===== src/rtl/hkspi_master.sv =====
// hkspi_master: SPI initiator issuing housekeeping-SPI stream read/write commands.
// Mode 0, MSB first: command byte, register address, then 1..256 data bytes per transaction.
module hkspi_master #(
  parameter int CLK_DIV = 4
) (
  input  logic       clock,
  input  logic       reset,
  input  logic       start,
  input  logic       rw,
  input  logic [7:0] addr,
  input  logic [7:0] len,
  input  logic [7:0] wr_data,
  input  logic       wr_valid,
  output logic       wr_ready,
  output logic [7:0] rd_data,
  output logic       rd_valid,
  output logic       busy,
  output logic       done,
  output logic       spi_csb,
  output logic       spi_sck,
  output logic       spi_sdi,
  input  logic       spi_sdo
);

  typedef enum logic [2:0] {IDLE, SETUP, LOAD, LOW, HIGH, HOLD, GAP} state_t;

  localparam logic [7:0] DIV_LAST  = 8'(CLK_DIV - 1);
  localparam logic [7:0] CMD_WRITE = 8'h80;
  localparam logic [7:0] CMD_READ  = 8'h40;

  state_t     state_r;
  logic [7:0] div_cnt_r;
  logic [2:0] bit_cnt_r;
  logic [8:0] byte_cnt_r;
  logic [7:0] shift_r;
  logic [7:0] addr_r;
  logic [7:0] len_r;
  logic       rw_r;

  logic       div_done_s;
  logic       last_byte_s;
  logic       is_data_s;
  logic       next_wdata_s;
  logic       load_go_s;
  logic [7:0] load_byte_s;

  // Byte-boundary decode and the value to shift out for the current byte.
  always_comb begin
    div_done_s   = (div_cnt_r == DIV_LAST);
    last_byte_s  = (byte_cnt_r == ({1'b0, len_r} + 9'd2));
    is_data_s    = (byte_cnt_r >= 9'd2);
    next_wdata_s = rw_r && (byte_cnt_r >= 9'd1);
    load_go_s    = !(is_data_s && rw_r) || (wr_valid && wr_ready);
    if (byte_cnt_r == 9'd0) begin
      load_byte_s = rw_r ? CMD_WRITE : CMD_READ;
    end else if (byte_cnt_r == 9'd1) begin
      load_byte_s = addr_r;
    end else if (rw_r) begin
      load_byte_s = wr_data;
    end else begin
      load_byte_s = 8'h00;
    end
  end

  // Transaction FSM; every output is a register updated here.
  always_ff @(posedge clock) begin
    if (reset) begin
      state_r    <= IDLE;
      div_cnt_r  <= 8'd0;
      bit_cnt_r  <= 3'd0;
      byte_cnt_r <= 9'd0;
      shift_r    <= 8'h00;
      addr_r     <= 8'h00;
      len_r      <= 8'h00;
      rw_r       <= 1'b0;
      wr_ready   <= 1'b0;
      rd_data    <= 8'h00;
      rd_valid   <= 1'b0;
      busy       <= 1'b0;
      done       <= 1'b0;
      spi_csb    <= 1'b1;
      spi_sck    <= 1'b0;
      spi_sdi    <= 1'b0;
    end else begin
      done     <= 1'b0;
      rd_valid <= 1'b0;
      case (state_r)
        IDLE: begin
          if (start) begin
            rw_r       <= rw;
            addr_r     <= addr;
            len_r      <= len;
            busy       <= 1'b1;
            spi_csb    <= 1'b0;
            div_cnt_r  <= 8'd0;
            bit_cnt_r  <= 3'd0;
            byte_cnt_r <= 9'd0;
            state_r    <= SETUP;
          end
        end
        SETUP: begin
          if (div_done_s) begin
            div_cnt_r <= 8'd0;
            state_r   <= LOAD;
          end else begin
            div_cnt_r <= div_cnt_r + 8'd1;
          end
        end
        LOAD: begin
          // Write data bytes wait here with SCK low until the byte is handed over.
          if (load_go_s) begin
            shift_r   <= load_byte_s;
            spi_sdi   <= load_byte_s[7];
            wr_ready  <= 1'b0;
            bit_cnt_r <= 3'd0;
            div_cnt_r <= 8'd0;
            state_r   <= LOW;
          end
        end
        LOW: begin
          if (div_done_s) begin
            spi_sck   <= 1'b1;
            shift_r   <= {shift_r[6:0], spi_sdo};
            div_cnt_r <= 8'd0;
            state_r   <= HIGH;
          end else begin
            div_cnt_r <= div_cnt_r + 8'd1;
          end
        end
        HIGH: begin
          if (div_done_s) begin
            spi_sck   <= 1'b0;
            div_cnt_r <= 8'd0;
            if (bit_cnt_r == 3'd7) begin
              if (is_data_s && !rw_r) begin
                rd_data  <= shift_r;
                rd_valid <= 1'b1;
              end
              if (last_byte_s) begin
                spi_sdi <= 1'b0;
                state_r <= HOLD;
              end else begin
                byte_cnt_r <= byte_cnt_r + 9'd1;
                wr_ready   <= next_wdata_s;
                state_r    <= LOAD;
              end
            end else begin
              // shift_r was advanced on the rising edge, so bit 7 is the next bit out.
              bit_cnt_r <= bit_cnt_r + 3'd1;
              spi_sdi   <= shift_r[7];
              state_r   <= LOW;
            end
          end else begin
            div_cnt_r <= div_cnt_r + 8'd1;
          end
        end
        HOLD: begin
          if (div_done_s) begin
            spi_csb   <= 1'b1;
            done      <= 1'b1;
            div_cnt_r <= 8'd0;
            state_r   <= GAP;
          end else begin
            div_cnt_r <= div_cnt_r + 8'd1;
          end
        end
        GAP: begin
          if (div_done_s) begin
            busy      <= 1'b0;
            div_cnt_r <= 8'd0;
            state_r   <= IDLE;
          end else begin
            div_cnt_r <= div_cnt_r + 8'd1;
          end
        end
        default: begin
          state_r <= IDLE;
        end
      endcase
    end
  end

endmodule


===== config.mk =====
export PLATFORM = sky130hd
export DESIGN_NAME = hkspi_master
export DESIGN_NICKNAME = d
export VERILOG_FILES = /design/src/rtl/hkspi_master.sv
export SDC_FILE = /design/constraint.sdc
export NUM_CORES = 1
export LEC_CHECK = 0
export ABC_AREA = 1
export CELL_PAD_IN_SITES_DETAIL_PLACEMENT = 0
export CELL_PAD_IN_SITES_GLOBAL_PLACEMENT = 1
export CORE_ASPECT_RATIO = 0.6
export CORE_MARGIN = 8
export CORE_UTILIZATION = 41
export CTS_CLUSTER_SIZE = 25
export DETAILED_ROUTE_END_ITERATION = 12
export HOLD_SLACK_MARGIN = 0.12
export PLACE_DENSITY_LB_ADDON = 0.1
export SKIP_LAST_GASP = 1
export SYNTH_ARGS = -nofsm -noshare
export SYNTH_HDL_FRONTEND = slang
export SYNTH_SLANG_ARGS = --single-unit

===== constraint.sdc =====
create_clock -name clock -period 4.3 [get_ports clock]
set_clock_uncertainty 0.05 [all_clocks]
set_input_delay 0.43 -clock clock [delete_from_list [all_inputs] [get_ports clock]]
set_output_delay 0.43 -clock clock [all_outputs]
set_load 0.005 [all_outputs]

* After elaboration in Yosys (flattened, before gate mapping) *
Cells that the tools add are included.

storage, ports and cells
  flip-flop bits (word level) = 63
  word-level logic and storage cells = 129
  bits of input ports = 30

operators by class
  reduce and logical (&&, ||, !) cells = 32
  magnitude comparators = 2
  multiplexer cells = 50
  bitwise logic cells = 4
  add/sub/neg operators = 4
  equality and inequality tests = 21

operators with widths
  operator             number
  $mux 8               9
  $mux 3               13
  $mux 9               4
  $pmux 8 s3           1
  $pmux 3 s7           1
  $ne 2x2->1 const B   10
  $pmux 9 s2           1
  $pmux 8 s2           1
  $reduce_and 3->1     5
  $reduce_and 5->1     3
  $mux 1               14
  $eq 3x3->1 const B   4
  $reduce_bool 2->1    6
  $pmux 1 s2           5
  $add 8x2->9 const B  1
  $add 9x1->9 const B  1
  $eq 9x1->1 const B   1
  $eq 9x9->1           1
  $ge 9x1->1 const B   1
  $ge 9x2->1 const B   1
  $logic_not 9->1      1
  $pmux 3 s3           1
  $add 8x1->8 const B  1
  $eq 8x2->1 const B   1
  16 further kinds     26

* Logic depth before layout (Yosys ltp) *
  word-level depth = 6
  depth in mapped cells = 15

* Worst setup path before layout *
OpenSTA, ideal clock, no wires.

  path kind = reg2reg
  start = reg len_r[1]
  end = reg spi_sdi
  buffers on the path = 1
  arrival time = 1630 ps
  stages on the path, launching flop included = 15
  period minus slack after synthesis = 1795 ps
  setup slack = 2505 ps
  library setup time = 115 ps
  path through = dfxtp_1 ha_1 inv_1 nand2_1 nand2_1 nand3_1 nor2_1 nand3_1 nor2_1 nand3_1 buf_6 nand2_2 nand3_1 nand2_1 nor2_1

between the ends
  cells in the longest elaborated chain, start to end = 4

RTL lines
  what                               line  source
  start, declared                    37    logic [7:0] len_r;
  start signal, assigned             92    len_r <= len;
  $add 8x2->9                        50    last_byte_s = (byte_cnt_r == ({1'b0, len_r} + 9'd2));
  $eq 9x9->1                         50
  $ne 3x3->1 (no source line)        --
  $reduce_and 4->1 (no source line)  --
  end signal, assigned               113   spi_sdi <= load_byte_s[7];
  end signal, assigned               150   spi_sdi <= shift_r[7];
  end, declared                      21    output logic spi_sdi,

No other way between the ends.
A chain may end at the register's enable or synchronous reset.

* Worst setup path after layout *
  start = reg len_r[1]
  end = reg byte_cnt_r[0]

between the ends
  cells in the longest elaborated chain, start to end = 4

RTL lines
  what                               line  source
  $add 8x2->9                        50
  $eq 9x9->1                         50
  $ne 2x2->1 (no source line)        --
  $reduce_and 5->1 (no source line)  --
  end signal, assigned               143   byte_cnt_r <= byte_cnt_r + 9'd1;
  end, declared                      34    logic [8:0] byte_cnt_r;

No other way between the ends.

==> flow_summary.ini <==
[min_path]
min_path_type = reg -> reg

[die]
start_util = 0.4254
die_area_mm2 = 0.01150
rows = 25
core_mm2 = 0.007945
die_height_um = 86.33
die_w_um = 133.2
ios = 45

[power_and_ir_drop]
p_leak_uw = 0.001687
powerDensity_mw_per_mm2 = 512.3
ir_drop_mv = 0.2892

[synthesis]
synth_top_family_by_area = simple AND/OR/NAND/NOR gates
synthAdderAreaFrac = 0.02962
yosys-top-cells-area = dfxtp_1 (37%), nand2_1 (14%), a21oi_1 (8.9%), nor2_1 (7.0%), nand3_1 (5.9%)
syn-instance-count = 508
syn_area_mm2 = 0.003379
synth-xor-area-share = 0.02332
synth_cell_types = 34
synth_compound_area_frac = 0.1507
yosysTopAreaCellShare = 0.3732
synth.area.mux_share = 0
async_reset_ff_frac = 0
synth_nets = 546
ys_ff_latch = 63
synth-simple-area-share = 0.3443
ys.flop_type = dfxtp_1
yosys.area.top_type = dfxtp_1
yosysWarnings = 0
ys_seq_area_frac = 0.3732
syn_area_per_cell_um2 = 6.653
synth_edf_count = 0

[clocking]
cts_tree = built
cts-root-buf = clkbuf_16
cts.path.max_buffers = 2
cts_buffers = 9
hold_buffers = 0
clock_latency_ps = 330
cts_setup_buffers = 0
ctsResizeCount = 0
clk_pin_slew_ps = 50
htree_num_levels = 3
cts.sinks = 63

[final_layout]
nNetsFinal = 585
finalInstanceArea_mm2 = 0.004187
final_layout_size_suffix_gt1_frac = 0.06522
synthToLayoutAreaGrowth_pct = 23.88
finalNonFillerCells = 660
fin_util = 0.5269
n_antenna_cell = 0

[routing]
ant_nets = 0
wl_per_cell_um = 14.31
drt_wl_total_mm = 9.443
vias = 3383
drtIter0Drc = 291
drc_errors = 0
firstDrtPassIters = 4
post_drt_via_cell_ratio = 5.126

[worst_setup_path]
worstSetupEndpointType = flip-flop
cp.arrival_ps = 2650
path_class = reg -> reg
startpoint_type = flip-flop
required_ps = 4470
cp_max_fo = 12

[timing]
maxSlewHeadroom = 0.5074
setup_viol = 0
drv_slew = 0
fmax_mhz = 403.4
hold_viol = 0
tightestPinTransition_ps = 738.1
whs_ps = 409.1
finalSetupTns_ps = 0
rsz0062_at_grt = false
min_period_over_period = 0.5764
min_period_ps = 2479

[place]
portBuffers = 44
dp_hpwl_mm = 6.883
dpl-instance-area_mm2 = 0.003887
gp_congestion = 0.8170
dp.cells = 644

[global_routing]
grt_pass1_vias = 3141
overflow = 0
grtUsageTotal = 0.1725
grt_first_pass_wirelength_mm = 16.02
antenna_found_initial = 0
grt_max_degree = 39

[status]
outcome = complete, no violations

[flow_run]
cap_viol_max_count = 0
==> worst paths after layout <==
path                                start       endpoint  cells after the start  slack (ps)
worst max register to register   len_r[1]  byte_cnt_r[0]                     12        1820
worst min register to register  addr_r[4]      addr_r[4]                      2         410
worst max-delay path             len_r[1]  byte_cnt_r[0]                     12        1820
worst min-delay path            addr_r[4]      addr_r[4]                      2         410
==> cell type report <==
class | count | area [um2]
Clock buffer | 10 | 239.0
Multi-Input combinational cell | 378 | 1852
Timing Repair Buffer | 46 | 455.4
Fill cell | 807 | 3759
Clock inverter | 6 | 60.06
Sequential cell | 63 | 1261
Inverter | 49 | 183.9
Tap cell | 108 | 135.1
==> sequential cells by signal, indices dropped and copies added, names as in the netlist, 3 cells and up <==
name / count
shift_r: 8
len_r: 8
addr_r: 8
div_cnt_r: 8
byte_cnt_r: 9
rd_data: 8
bit_cnt_r: 3
state_r: 3
==> cells in the mapped netlist, types with 2 or more instances <==
library cell / n
nand2_1: 124
dfxtp_1: 63
nor2_1: 63
a21oi_1: 60
inv_1: 44
nand3_1: 40
o21ai_0: 27
nand4_1: 13
clkbuf_1: 12
ha_1: 8
xor2_1: 6
nand2_2: 5
nor3_1: 5
o21ai_1: 5
inv_2: 4
buf_2: 3
xnor2_1: 3
nand3_2: 2
nand3b_1: 2
nor2_2: 2
nor2_4: 2
nor3_4: 2
nor3b_1: 2
==> routing by layer <==
metal / part of all wire / routed length [um] / vias to the layer above / GRT usage
met3: 0.057 / 536 / 9 / 0.05081
met2: 0.37 / 3473 / 102 / 0.2323
li1: - / - / 1750 / -
met1: 0.57 / 5354 / 1522 / 0.2555
met5: 0 / 0 / - / 0
met4: 0.0084 / 79 / 0 / 0.04559
==> critical path: stages, from the launching register on <==
cell and delay [ps]:
dfxtp_1 420, ha_1 220, nand3_1 170, nor2_1 130, nand2b_1 60, nand2_1 50
nand3_1 70, nor2_1 170, nand3_1 450, nand3_2 370, nand2_1 90, nand2_1 70
nor2_1 60
==> power breakdown <==
group / total [uW] / internal [uW] / switching, uW / leakage (uW)
combinational: 660 / 233 / 427 / 0.00103
sequential: 766 / 673 / 92.7 / 0.000513
clock: 719 / 460 / 259 / 0.000144
==> layout by cell type (no fill, tap or decap), types with 3 or more instances in the layout <==
cell,count
nand2_1,124
nor2_1,63
dfxtp_1,63
a21oi_1,60
inv_1,44
clkdlybuf4s50_1,44
nand3_1,40
o21ai_0,27
nand4_1,13
clkbuf_16,9
ha_1,8
xor2_1,6
nand2_2,5
nor3_1,5
o21ai_1,5
inv_2,4
xnor2_1,3
clkinv_2,3
==> kinds of logic after synthesis <==
logic type | Yosys count
and+or+nand+nor | 263
AOI/OAI and AO/OA | 98
buffers and inverters | 67
DFF | 63
xor gates and xnor gates | 9
adders and majority gates | 8
==> per-stage QoR <==
| step | setup WS, ps | power (uW) |
|---|---|---|
| floorplan | 2505 | 1236 |
| global placement | 2003 | 1419 |
| detailed placement | 1905 | 1426 |
| CTS | 1883 | 2154 |
| global route | 1536 | 2297 |
| finish | 1821 | 2145 |
Power figures use the tool's default switching activity.
